--- src/rtl/uart_pkg.sv ---
// uart_pkg: shared UART receive/transmit types, constants and baud divisor helper.
package uart_pkg;
  localparam int DATA_W = 8;
  typedef enum logic [2:0] {IDLE, START, DATA, STOP, PARITY} state_e;
  function automatic int baud_div(input int clk_freq, input int baud);
    return clk_freq / baud;
  endfunction
endpackage

--- src/rtl/uart_rx_sync.sv ---
// uart_rx_sync: 2-flop synchroniser for the RX pin plus falling-edge detector.
// Ports: sysclk/rst_n (async active-low), rx_pin (async line), rx_s (synchronised line), rx_fall (high-to-low edge).
module uart_rx_sync (
  input  logic sysclk,
  input  logic rst_n,
  input  logic rx_pin,
  output logic rx_s,
  output logic rx_fall
);
  logic [2:0] sh_q;
  always_ff @(posedge sysclk or negedge rst_n)
    if (!rst_n) sh_q <= '1;
    else sh_q <= {sh_q[1:0], rx_pin};
  assign rx_s = sh_q[1];
  assign rx_fall = sh_q[2] & ~sh_q[1];
endmodule

--- src/rtl/uart_rx_core.sv ---
// uart_rx_core: 8-N-1 UART receiver with mid-bit sampling and separate framing-error reporting.
// Ports: sysclk/rst_n (async active-low), rx_pin (serial in, idle high), rx_en_sig (enable),
//        rx_data (last good byte), rx_done_sig (good-byte pulse), rx_frame_err (bad stop pulse),
//        rx_busy (frame in progress), rx_parity_err (parity pulse, only with UART_RX_PARITY_EN).
// Define UART_RX_PARITY_EN for 8-E-1 frames with a PARITY state and rx_parity_err output.
module uart_rx_core
  import uart_pkg::*;
#(
  parameter int CLK_FREQ = 50_000_000,
  parameter int BAUD     = 9600,
  parameter int BAUD_DIV = baud_div(CLK_FREQ, BAUD)
) (
  input  logic              sysclk,
  input  logic              rst_n,
  input  logic              rx_pin,
  input  logic              rx_en_sig,
  output logic [DATA_W-1:0] rx_data,
  output logic              rx_done_sig,
  output logic              rx_frame_err,
`ifdef UART_RX_PARITY_EN
  output logic              rx_parity_err,
`endif
  output logic              rx_busy
);
  localparam int CW = $clog2(BAUD_DIV);
  localparam logic [CW-1:0] CNT_MAX = CW'(BAUD_DIV - 1);
  localparam logic [CW-1:0] CNT_MID = CW'(BAUD_DIV / 2);
`ifdef UART_RX_PARITY_EN
  localparam state_e AFTER_DATA = PARITY;
`else
  localparam state_e AFTER_DATA = STOP;
`endif
  state_e state_q, state_d;
  logic [CW-1:0] cnt_q, cnt_d;
  logic [2:0] idx_q, idx_d;
  logic [DATA_W-1:0] sh_q, sh_d, data_q, data_d;
  logic done_q, done_d, ferr_q, ferr_d;
  logic rx_s, rx_fall, mid, wrap, par_bad;
  uart_rx_sync u_sync (
    .sysclk (sysclk),
    .rst_n  (rst_n),
    .rx_pin (rx_pin),
    .rx_s   (rx_s),
    .rx_fall(rx_fall)
  );
  assign mid  = cnt_q == CNT_MID;
  assign wrap = cnt_q == CNT_MAX;
`ifdef UART_RX_PARITY_EN
  logic par_q, par_d, perr_q, perr_d;
  // Even parity: the received parity bit must equal the XOR of the data bits.
  assign par_bad = par_q != ^sh_q;
`else
  assign par_bad = 1'b0;
`endif
  always_comb begin
    state_d = state_q;
    cnt_d   = wrap ? '0 : cnt_q + 1'b1;
    idx_d   = idx_q;
    sh_d    = sh_q;
    data_d  = data_q;
    done_d  = 1'b0;
    ferr_d  = 1'b0;
`ifdef UART_RX_PARITY_EN
    par_d   = par_q;
    perr_d  = 1'b0;
`endif
    if (state_q == IDLE) begin
      cnt_d = '0;
      idx_d = '0;
      state_d = (rx_en_sig && rx_fall) ? START : IDLE;
    end else if (!rx_en_sig) begin
      state_d = IDLE;
    end else begin
      case (state_q)
        START: state_d = (mid && rx_s) ? IDLE : wrap ? DATA : START;
        DATA: begin
          sh_d = mid ? {rx_s, sh_q[DATA_W-1:1]} : sh_q;
          idx_d = wrap ? idx_q + 3'd1 : idx_q;
          state_d = (wrap && idx_q == 3'd7) ? AFTER_DATA : DATA;
        end
`ifdef UART_RX_PARITY_EN
        PARITY: begin
          par_d = mid ? rx_s : par_q;
          state_d = wrap ? STOP : PARITY;
        end
`endif
        STOP: if (mid) begin
          // Decide at mid-stop and return to IDLE at once; the tail of the stop bit is not waited for.
          state_d = IDLE;
          ferr_d  = !rx_s;
          done_d  = rx_s && !par_bad;
          data_d  = done_d ? sh_q : data_q;
`ifdef UART_RX_PARITY_EN
          perr_d  = rx_s && par_bad;
`endif
        end
        default: state_d = IDLE;
      endcase
    end
  end
  always_ff @(posedge sysclk or negedge rst_n)
    if (!rst_n) begin
      state_q <= IDLE;
      cnt_q   <= '0;
      idx_q   <= '0;
      sh_q    <= '0;
      data_q  <= '0;
      done_q  <= 1'b0;
      ferr_q  <= 1'b0;
`ifdef UART_RX_PARITY_EN
      par_q   <= 1'b0;
      perr_q  <= 1'b0;
`endif
    end else begin
      state_q <= state_d;
      cnt_q   <= cnt_d;
      idx_q   <= idx_d;
      sh_q    <= sh_d;
      data_q  <= data_d;
      done_q  <= done_d;
      ferr_q  <= ferr_d;
`ifdef UART_RX_PARITY_EN
      par_q   <= par_d;
      perr_q  <= perr_d;
`endif
    end
  assign rx_data      = data_q;
  assign rx_done_sig  = done_q;
  assign rx_frame_err = ferr_q;
  assign rx_busy      = state_q != IDLE;
`ifdef UART_RX_PARITY_EN
  assign rx_parity_err = perr_q;
`endif
endmodule

--- config.mk ---
export PLATFORM = sky130hd
export DESIGN_NAME = uart_rx_core
export DESIGN_NICKNAME = d
export VERILOG_FILES = /design/src/rtl/uart_pkg.sv /design/src/rtl/uart_rx_sync.sv /design/src/rtl/uart_rx_core.sv
export SDC_FILE = /design/constraint.sdc
export NUM_CORES = 1
export LEC_CHECK = 0
export BUFFER_PORTS_ARGS = -buffer_cell sky130_fd_sc_hd__buf_4
export CORE_MARGIN = 8
export CORE_UTILIZATION = 30
export CTS_CLUSTER_DIAMETER = 200
export CTS_CLUSTER_SIZE = 25
export DETAILED_ROUTE_END_ITERATION = 10
export RECOVER_POWER = 100
export SLEW_MARGIN = 20
export SYNTH_ARGS = -nofsm -noshare
export SYNTH_HDL_FRONTEND = slang
export SYNTH_SLANG_ARGS = --single-unit
--- constraint.sdc ---
create_clock -name sysclk -period 1.6 [get_ports sysclk]
set_input_delay 0.32 -clock sysclk [delete_from_list [all_inputs] [get_ports sysclk]]
set_output_delay 0.32 -clock sysclk [all_outputs]
set_load 0.1 [all_outputs]
==> impl_summary.log <==
[metrics] result of the run: complete, but fails checks
[metrics] violations in the final reports: negative setup slack
[metrics] initial standard-cell utilization of the core: 0.311
[metrics] VDD IR-drop max: 0.325 mV
[metrics] count of input and output buffers: 14
[metrics] Ports: 15
[metrics] minimum setup slack in the final design: -0.129 ns
[metrics] Initial DRC Count: 46
[metrics] area added between synthesis and finish: 31.7%
[metrics] total routing usage reported by global routing: 0.0901
[metrics] core region area: 5920 um2
[metrics] final hold violation count: 0
[metrics] residual DRC count: 0
[metrics] worst-case headroom to the max-slew limit: 0.345
[metrics] leakage component of the power: 1.15 nW
[metrics] Max Clk Rate: 578 MHz
[metrics] site row count: 28
[metrics] TritonCTS clock tree: built
[metrics] average wire per cell in the routed design: 13.7 um
[metrics] clock buffer count from CTS: 5
[metrics] clock buffer depth: 2
[metrics] net count of the mapped netlist: 163
[metrics] vias per cell: 4.59
[metrics] pin count of the biggest net entering global routing: 40
[metrics] post-detailed-placement half-perimeter wirelength: 2610 um
[metrics] antenna violations before repair: 0
[metrics] transition at the pin with the smallest max-transition slack: 0.982 ns
[metrics] number of global-route vias before repair: 1,309
[metrics] synthesized area divided by synthesized cell count: 12.2 um2
[metrics] placed insts: 259
[metrics] level count of the clock H-tree: 2
[metrics] crit-path max FO: 6
[metrics] min-delay worst type: input pin to flop
[metrics] placed cell areas: 2210 um2
[metrics] clock insertion delay at the later pin of the skew report: 0.29 ns
[metrics] CTS sink cnt: 39
[metrics] most common library cell in the layout ignoring fill and taps: dfrtp_1
[metrics] commonest cells after routing, fill and taps aside: dfrtp_1, buf_4, nor2_1
[metrics] Synth Register Bits: 39
[metrics] arrival time reported for the critical path endpoint: 1.91 ns
[metrics] post-layout instance area: 2430 um2
[metrics] unrepaired setup endpoints after global routing: yes
[metrics] Inserted Diodes: 0
[metrics] final net count: 212
[metrics] global-route wire length before repair: 6310 um
[metrics] critical path launch point type: flop
[metrics] distinct cell type count after synthesis: 37
[metrics] Setup Viol. Count Final: 18
[metrics] pwr dens: 716 nW/um2
[metrics] drt total wl: 3770 um
[metrics] share of the yosys chip area belonging to registers: 0.531
[metrics] Overflow after GRT: 0
[metrics] number of enable flip-flop cells after synthesis: 0
[metrics] DIE HEIGHT: 94.4 um
[metrics] Most used DFF post-synth: dfrtp_1
[metrics] Worst setup EP type: flop
[metrics] number of pins with negative max-slew slack in the final report: 0
[metrics] Synth Instances: 151
[metrics] critical path type: flop to flop
[metrics] clock root buffer master: clkbuf_8
[metrics] post-layout minimum cycle time: 1.73 ns
[metrics] number of synthesis warnings: 0
[metrics] clock-pin slew reported for the worst setup and hold paths after clock tree synthesis: 0.08 ns
[metrics] share of cells above drive strength 1: 0.408
[metrics] Placer Congestion: 0.782
[metrics] Detailed Routing Iterations Pass 1: 4
[metrics] final worst path period share: 1.08
[metrics] async set-reset flop share out of synthesis: 1.00
[metrics] die area: 8910 um2
[metrics] die outline width: 94.4 um
[metrics] CP required: 1.79 ns
[metrics] number of non-filler instances in the completed layout: 276
[metrics] worst clock skew: 0.00651 ns
[metrics] number of routed nets with antenna violations: 0
[metrics] routed via count: 1,267
[metrics] mapped cell area: 1840 um2
[metrics] max-capacitance violation count: 0
per-stage QoR:
stage	hold slack [ns]	power (mW)	setup WS [ns]	util	setup TNS, ns
global route	0.130	1.80	-0.243	0.410	-4.17
floorplan	0.0244	1.05	-0.107	-	-2.52
CTS	0.000841	1.77	-0.141	0.413	-1.99
global placement	0.324	1.09	-0.129	0.373	-1.72
finish	0.139	1.74	-0.129	0.410	-1.52
detailed placement	0.329	1.09	-0.156	0.373	-2.13
registers in the layout, indices dropped and copies added, names as in the netlist:
register / count
rx_frame_err: 1
sh_q: 8
idx_q: 3
cnt_q: 13
state_q: 2
u_sync.sh_q: 3
rx_data: 8
rx_done_sig: 1
worst max-delay path, stage by stage (launching register included):
cell,delay [ns]
dfrtp_1,0.38
inv_1,0.06
ha_1,0.13
nor4b_4,0.23
nand4_4,0.20
nor2_4,0.17
buf_12,0.13
mux2_2,0.32
power breakdown:
part / switching [mW] / internal [mW]
registers: 0.00296 / 0.994
clock network: 0.359 / 0.303
logic: 0.0494 / 0.0305
total: 0.411 / 1.33
cell type report:
| cell class | count | area (um2) |
|---|---|---|
| Clock buffer | 5 | 68.8 |
| Clock inverter | 3 | 20.0 |
| Fill cell | 561 | 3490 |
| Inverter | 6 | 26.3 |
| Multi-Input combinational cell | 104 | 907 |
| Sequential cell | 39 | 980 |
| Tap cell | 75 | 93.8 |
| Timing Repair Buffer | 44 | 333 |
cells in the mapped netlist (all sizes together) (3+ instances only):
cell	number	area, um2
ha	8	100
nor2	15	80.1
nand2	9	33.8
nand3	5	25.0
o21ai	4	20.0
dfrtp	36	901
and4bb	3	37.5
and2	4	25.0
xor2	6	52.6
nand4	6	52.6
mux2	17	191
a21oi	4	20.0
inv	6	22.5
or3	4	25.0
dfstp	3	78.8
worst paths after layout:
check	start	end	slack, ns	depth (start not counted)
max	cnt_q[1]$_DFF_PN0_	sh_q[4]$_DFFE_PN0P_	-0.13	7
min	rx_pin	u_sync.sh_q[0]$_DFF_PN1_	0.14	1
max reg2reg	cnt_q[1]$_DFF_PN0_	sh_q[4]$_DFFE_PN0P_	-0.13	7
min reg2reg	u_sync.sh_q[0]$_DFF_PN1_	u_sync.sh_q[1]$_DFF_PN1_	0.36	0
max in group asynchronous	rst_n	cnt_q[8]$_DFF_PN0_	0.82	1
min in group asynchronous	rst_n	rx_data[0]$_DFFE_PN0P_	0.18	1
layer usage:
metal / vias to the layer above / share of wire / global-route usage
met4: 0 / 0.020 / 0.0476
met2: 18 / 0.47 / 0.141
met5: - / 0 / 0
li1: 635 / - / -
met1: 610 / 0.48 / 0.112
met3: 4 / 0.032 / 0.0222
kinds of logic after synthesis:
kind of cell | synth area share
AND/OR/NAND/NOR | 0.194
flip-flops | 0.531
multiplexers | 0.115
AO/OA/AOI/OAI | 0.0509
XOR/XNOR | 0.0380
buffers and inverters | 0.0170
adder cells (fa/ha/maj) | 0.0543
what timing repair did:
action,CTS,global route
pin swaps,8,6
gates resized for setup,19,5
hold endpoints to repair,0,0
endpoints found under the setup margin,19,26
buffers inserted,8,2
hold buffers,0,0
Note: power is estimated with default switching activity, not from simulation.
